--- src/rtl/sc_io_ports.sv ---
// Memory-mapped I/O unit: N_OUT output registers, N_IN synchronised inputs with change flags, mask and irq.
// Optional macro IO_DEBOUNCE_EN adds a per-input stable-cycle debounce in front of in_reg.
module sc_io_ports #(
  parameter int          DATA_W    = 32,
  parameter int          N_OUT     = 3,
  parameter int          N_IN      = 2,
  parameter logic [31:0] BASE_ADDR = 32'h0000_0080,
  parameter int          DB_CYCLES = 4
) (
  input  logic                   clock,
  input  logic                   resetn,
  input  logic [31:0]            addr,
  input  logic [DATA_W-1:0]      wdata,
  input  logic                   wmem,
  input  logic [N_IN*DATA_W-1:0] in_port,
  output logic [N_OUT*DATA_W-1:0] out_port,
  output logic                   io_sel,
  output logic [DATA_W-1:0]      io_read_data,
  output logic                   irq
);

  logic [4:0]        off;
  logic              wr;
  logic              wr_chg;
  logic              wr_mask;
  logic [DATA_W-1:0] out_q [N_OUT];
  logic [DATA_W-1:0] s1_q  [N_IN];
  logic [DATA_W-1:0] s2_q  [N_IN];
  logic [DATA_W-1:0] in_q  [N_IN];
  logic [N_IN-1:0]   load;
  logic [N_IN-1:0]   set_chg;
  logic [N_IN-1:0]   chg_q, chg_d;
  logic [N_IN-1:0]   mask_q;
  logic              irq_q, irq_d;
  logic              unused_ok;

  assign io_sel  = (addr[31:7] == BASE_ADDR[31:7]);
  assign off     = addr[6:2];
  assign wr      = wmem & io_sel;
  assign wr_chg  = wr && (off == 5'd24);
  assign wr_mask = wr && (off == 5'd25);

  assign unused_ok = ^{addr[1:0], DB_CYCLES[0]};

  genvar gi;
  generate
    for (gi = 0; gi < N_OUT; gi++) begin : g_out
      always_ff @(posedge clock or negedge resetn) begin
        if (!resetn)
          out_q[gi] <= '0;
        else if (wr && (off == 5'(gi)))
          out_q[gi] <= wdata;
      end
      assign out_port[gi*DATA_W +: DATA_W] = out_q[gi];
    end

    for (gi = 0; gi < N_IN; gi++) begin : g_in
      always_ff @(posedge clock or negedge resetn) begin
        if (!resetn) begin
          s1_q[gi] <= '0;
          s2_q[gi] <= '0;
          in_q[gi] <= '0;
        end else begin
          s1_q[gi] <= in_port[gi*DATA_W +: DATA_W];
          s2_q[gi] <= s1_q[gi];
          if (load[gi])
            in_q[gi] <= s2_q[gi];
        end
      end

`ifdef IO_DEBOUNCE_EN
      localparam int CNT_W = $clog2(DB_CYCLES + 1);
      logic [CNT_W-1:0] cnt_q, cnt_d;

      // Counts edges since s2 last changed; cleared on the edge that changes s2.
      always_comb begin
        cnt_d = cnt_q;
        if (s1_q[gi] != s2_q[gi])
          cnt_d = '0;
        else if (cnt_q != CNT_W'(DB_CYCLES))
          cnt_d = cnt_q + 1'b1;
      end

      always_ff @(posedge clock or negedge resetn) begin
        if (!resetn)
          cnt_q <= '0;
        else
          cnt_q <= cnt_d;
      end

      assign load[gi] = (cnt_q == CNT_W'(DB_CYCLES));
`else
      assign load[gi] = 1'b1;
`endif

      assign set_chg[gi] = load[gi] && (s2_q[gi] != in_q[gi]);
    end
  endgenerate

  // A new change on the same edge as its W1C keeps the flag set.
  assign chg_d = (chg_q & ~(wr_chg ? wdata[N_IN-1:0] : '0)) | set_chg;
  assign irq_d = |(chg_q & mask_q);

  always_ff @(posedge clock or negedge resetn) begin
    if (!resetn) begin
      chg_q  <= '0;
      mask_q <= '0;
      irq_q  <= 1'b0;
    end else begin
      chg_q <= chg_d;
      irq_q <= irq_d;
      if (wr_mask)
        mask_q <= wdata[N_IN-1:0];
    end
  end

  assign irq = irq_q;

  always_comb begin
    io_read_data = '0;
    if (io_sel) begin
      for (int i = 0; i < N_OUT; i++)
        if (off == 5'(i)) io_read_data = out_q[i];
      for (int j = 0; j < N_IN; j++)
        if (off == 5'(16 + j)) io_read_data = in_q[j];
      if (off == 5'd24) io_read_data[N_IN-1:0] = chg_q;
      if (off == 5'd25) io_read_data[N_IN-1:0] = mask_q;
    end
  end

endmodule
--- config.mk ---
export PLATFORM = sky130hd
export DESIGN_NAME = sc_io_ports
export DESIGN_NICKNAME = d
export VERILOG_FILES = /design/src/rtl/sc_io_ports.sv
export SDC_FILE = /design/constraint.sdc
export NUM_CORES = 1
export LEC_CHECK = 0
export BUFFER_PORTS_ARGS = -buffer_cell sky130_fd_sc_hd__buf_2
export CAP_MARGIN = 20
export CORE_ASPECT_RATIO = 2
export CORE_MARGIN = 2
export CORE_UTILIZATION = 40
export CTS_CLUSTER_SIZE = 30
export DETAILED_ROUTE_END_ITERATION = 16
export GPL_ROUTABILITY_DRIVEN = 0
export PLACE_DENSITY_LB_ADDON = 0.08
export SLEW_MARGIN = 40
export SYNTH_ARGS = -nofsm -noshare
export SYNTH_HDL_FRONTEND = slang
export SYNTH_SLANG_ARGS = --single-unit
--- constraint.sdc ---
create_clock -name clock -period 2.41 [get_ports clock]
set_input_delay 0.3615 -clock clock [delete_from_list [all_inputs] [get_ports clock]]
set_output_delay 0.3615 -clock clock [all_outputs]
set_load 0.05 [all_outputs]
# == Yosys cells after proc, flatten, opt, wreduce, memory -nomap -nowiden ==
# Cells that the tools add are included.
# op_classes
bitwise,5
mux,9
n_eq_ne,9
reduce_logical,7
# op_table
op,count
two-way mux 32 bit,6
!= test 32 bit,2
"== test 25 x 1 -> 1 bit, second input constant",1
"== test 5 bit, second input constant",4
two-way mux 2 bit,3
"== test 5 x 1 -> 1 bit, second input constant",1
"== test 5 x 2 -> 1 bit, second input constant",1
logical AND 1 bit,5
zero test 5 bit,1
AND 2 bit,2
inverter 2 bit,1
OR 2 bit,1
OR reduction 2 bit,1
AND 1 bit,1
# totals
wordCells,42
out_inout_bits,130
regBits,293

# == Depth between registers and ports, before layout ==
# logic_depth
word_depth,9
depth_mapped,7

# == Least setup slack after synthesis ==
# No wires, ideal clock.
# synth_timing
path_type,input port to output port
startpoint,input port addr[15]
endpoint,output port io_read_data[27]
path_stages,6
t_arrival_ps,2856
path_buffers,2
path_slack_ps,-807
required_ps,2049
cell_sequence,nor4_1 nand4_1 or2_2 clkbuf_1 clkbuf_1 a211oi_1
# synth_via
elab_chain_cells,2
# synth_lines
element,line_no,rtl
"start, declared",12,"input logic [31:0] addr,"
== test 25 x 1 -> 1 bit,37,assign io_sel = (addr[31:7] == BASE_ADDR[31:7]);
two-way mux 32 bit,121,if (io_sel) begin
"end, declared",18,"output logic [DATA_W-1:0] io_read_data,"
# Every way passes these cells.

# == Worst setup path in the final report ==
# layout_timing
startpoint,input port addr[5]
endpoint,output port io_read_data[18]
# layout_via
elab_chain_cells,7
elab_cells_between_ends,11
cone_classes,4 x eq/ne; 6 x mux; 1 x reduce/logical
# layout_lines
element,line_no,rtl
zero test 5 bit,123,if (off == 5'(i)) io_read_data = out_q[i];
two-way mux 32 bit (3 in series),123,
two-way mux 32 bit,125,if (off == 5'(16 + j)) io_read_data = in_q[j];
two-way mux 32 bit *,125,
two-way mux 32 bit *,121,
# Every way passes the cells marked *; elsewhere a longest branch is shown, timed or not.

==> summary.md <==
| Metric | Value |
|---|---|
| First-pass GRT wire length | `47170 um` |
| Final non-filler cell total | `1473` |
| Gate power share | `0.060` |
| # IOs | `261` |
| R2R depth | `5` |
| Fmax | `421.3 MHz` |
| H-tree levels | `1` |
| Die width | `120.0 um` |
| Hold Crit Depth | `2` |
| Crit. path cell count | `9` |
| Worst EP arrival | `2.01 ns` |
| Chip Height | `236.0 um` |
| I/O Buffers | `258` |
| Clock latency on the worst-skew pair | `0.54 ns` |
| Root Buffer | `clkbuf_16` |
| Area grow syn2layout | `43.90%` |
| Vias in the first global route | `7892` |
| Largest cells by area after synthesis | `dfrtp_1, mux2_2, xnor2_1` |
| WS Path Type | `input port to output pin` |
| Power Internal | `8.117 mW` |
| Worst path required time | `2.05 ns` |
| CTS tree | `yes` |
| Mapped Cells | `724` |
| Cells after DPL | `1353` |
| Pin count of the biggest net entering global routing | `68` |
| Max Slew Vio Count | `0` |
| Sequential share of power | `0.502` |
| Nature of the critical path endpoint | `output pin` |
| Seq cells post-synth | `293` |
| Crit path cell chain | `buf_8 -> or3_4 -> nor3b_4 -> buf_12 -> buf_12 -> buf_6 -> nand2_4 -> a211oi_4 -> buf_12` |
| Synthesized net count | `855` |
| Top cell type's share of synthesized area | `0.6814` |
| CTS clk-pin slew, worst paths | `0.07 ns` |
| RSZ-0062 raised after global routing | `yes` |
| First-pass DRT Iterations | `4` |
| Leak | `7.210 nW` |
| EDFF count, synth | `0` |
| Final ANT Viol Nets | `0` |
| Async SR Flop Fraction | `1.000` |
| Sw frac | `0.2154` |
| Min cycle time layout | `2.374 ns` |
| HPWL Detailed | `21890 um` |
| Final worst-path cycle share | `0.9849` |
| Max Cap Violations | `0` |
| Antenna violations before repair | `2` |
| Main synth FF type | `dfrtp_1` |
| Synth warnings | `0` |
| Worst path most repeated cell | `buf_12` |
| Residual DRC count | `0` |
| Final nets | `1235` |
| Die Area | `28310 um2` |
| Sequential area share after synthesis | `0.6814` |
| Worst setup SP type | `input port` |
| VDD IR-drop max | `0.6525 mV` |
| Status | `completed` |
| Final cell utilization of the core | `0.5800` |
| Num rows | `85` |
| Total global-route track usage | `0.2214` |
| Worst hold-check path type | `input port to register` |
| Slew headroom | `0.6245` |
| Routed vias | `7307` |
| WL final | `31240 um` |
| Initial Utilization | `0.4031` |
| Yosys top cell by area | `dfrtp_1` |
| Final Hold Violating Endpoints | `0` |
| Clk sinks | `293` |
| Delay-heaviest family, CP | `simple AND/OR/NAND/NOR gates` |
| Switch Pwr | `2.228 mW` |
| GR Overflow Total | `0` |
| Distinct cells, synth | `40` |
| Starting DRT DRC Count | `297` |
| Mean Syn Cell Area | `14.86 um2` |
| Core area | `26690 um2` |
| Worst path slowest cell | `or3_4` |
| Slew at the pin closest to its max-slew limit | `0.5633 ns` |
| Wire per inst | `21.21 um` |
| Setup-failing EPs final | `0` |
| Pwr Density | `668.1 nW/um2` |
| Bufs on Longest Clock Path | `3` |
| Share of post-route cells with drive strength above 1 | `0.4920` |
| Post-Synthesis Cell Area | `10760 um2` |
| Max stage delay on crit path | `0.41 ns` |
| Vias per Instance | `4.961` |
| Num CTS Buffers | `26` |
| CP bufs+invs | `5` |
| Crit-path max FO | `7` |
| Clock Skews | `0.006480 ns` |
| Clk pwr share | `0.439` |
==> power groups by stage <==
stage / sequential, mW / combinational (mW) / clock [mW]
after floorplan: 5.24 / 0.179 / 0
after global placement: 5.28 / 0.519 / 0
after detailed placement: 5.28 / 0.524 / 0
after CTS: 5.19 / 0.620 / 4.65
after global routing: 5.20 / 0.677 / 4.87
final: 5.19 / 0.618 / 4.54
==> sequential cells by signal (all words and copies together) (netlist names) <==
signal    count
out_port     96
in_q         64
s1_q         64
s2_q         64
chg_q         2
mask_q        2
irq           1
==> placed cells by master (no fill, tap or decap), types with 3 or more instances in the layout <==
cell,netlist,layout
nor4_1,9,5
clkbuf_16,0,30
buf_2,7,226
a221oi_2,0,18
a21oi_2,0,5
xnor2_1,64,64
mux2_2,119,119
dfrtp_1,293,293
mux2_1,4,4
nand4_1,17,17
o22ai_1,5,5
clkbuf_8,0,8
nor2_1,27,27
nor3_1,9,8
nand2_1,33,30
bufinv_16,0,4
a211oi_1,30,4
nand3_1,6,6
clkinv_2,0,3
a221oi_1,26,7
and3_1,6,6
buf_6,3,20
buf_12,0,21
a211oi_4,0,25
clkbuf_1,24,5
buf_4,0,48
dlygate4sd3_1,0,65
nor4_4,1,5
nand2b_1,5,5
==> path summary, 6_finish.rpt <==
| check | startpoint | end | slack, ns |
|---|---|---|---|
| min in group asynchronous | resetn | s1_q[45]$_DFF_PN0_ | 0.34 |
| max in group asynchronous | resetn | out_port[82]$_DFFE_PN0P_ | 1.35 |
| hold reg to reg | s1_q[39]$_DFF_PN0_ | s2_q[39]$_DFF_PN0_ | 0.35 |
| hold / removal | wdata[6] | out_port[70]$_DFFE_PN0P_ | 0.07 |
| setup / recovery | addr[5] | io_read_data[18] | 0.04 |
| setup reg to reg | in_q[39]$_DFF_PN0_ | chg_q[0]$_DFF_PN0_ | 0.55 |
==> stage by stage <==
step	setup TNS (ns)	area [um2]	hold WS, ns	power, mW	setup WS, ns
finish	0	15480	0.07007	10.35	0.03641
global route	-0.02995	15480	0.05612	10.75	-0.01523
CTS	-0.03063	15260	0.05070	10.46	-0.03054
detailed placement	-8.823	13450	0.3347	5.804	-0.1459
global placement	-8.620	13450	0.3320	5.795	-0.1233
floorplan	-2.731	11240	0.06591	5.422	-0.1174
==> logic make-up (layout without fill, tap and decap cells) <==
family / after synthesis / count (layout) / share of synthesized area
DFF: 293 / 293 / 0.6814
and+or+nand+nor: 128 / 128 / 0.06453
muxes: 126 / 126 / 0.1327
AOI/OAI and AO/OA: 75 / 75 / 0.05314
xor gates and xnor gates: 64 / 64 / 0.05209
buffers and inverters: 38 / 438 / 0.01616
other: 0 / 1 / 0
==> Yosys cell counts (9+ instances only) <==
cell and number:
a211oi_1 30, a221oi_1 26, clkbuf_1 24, dfrtp_1 293
mux2_2 119, nand2_1 33, nand4_1 17, nor2_1 27
nor3_1 9, nor4_1 9, xnor2_1 64
==> metal layers <==
layer  share of wire  up-vias  GRT usage
met5         0.00042        -          0
met4           0.032        2    0.08057
met3           0.051       42    0.03530
met2            0.52      225     0.3829
met1            0.39     3716     0.2783
li1                -     3322          -
==> repair_timing <==
action | CTS | global route
setup endpoints to repair | 28 | 29
hold endpoints to repair | 125 | 0
gates cloned | 1 | 3
pin swaps | 2 | 11
hold buffers | 65 | 0
buffers inserted | 1 | 1
gates resized for setup | 42 | 37
==> final cells by class <==
| type | instances | area, um2 |
|---|---|---|
| Clock buffer | 40 | 804.5 |
| Clock inverter | 8 | 143.9 |
| Antenna cell | 1 | 2.502 |
| Fill cell | 2180 | 11210 |
| Inverter | 2 | 7.507 |
| Tap cell | 348 | 435.4 |
| Sequential cell | 293 | 7332 |
| Timing Repair Buffer | 388 | 2935 |
| Multi-Input combinational cell | 393 | 3822 |
No activity file was read; power rests on OpenSTA's default activity.
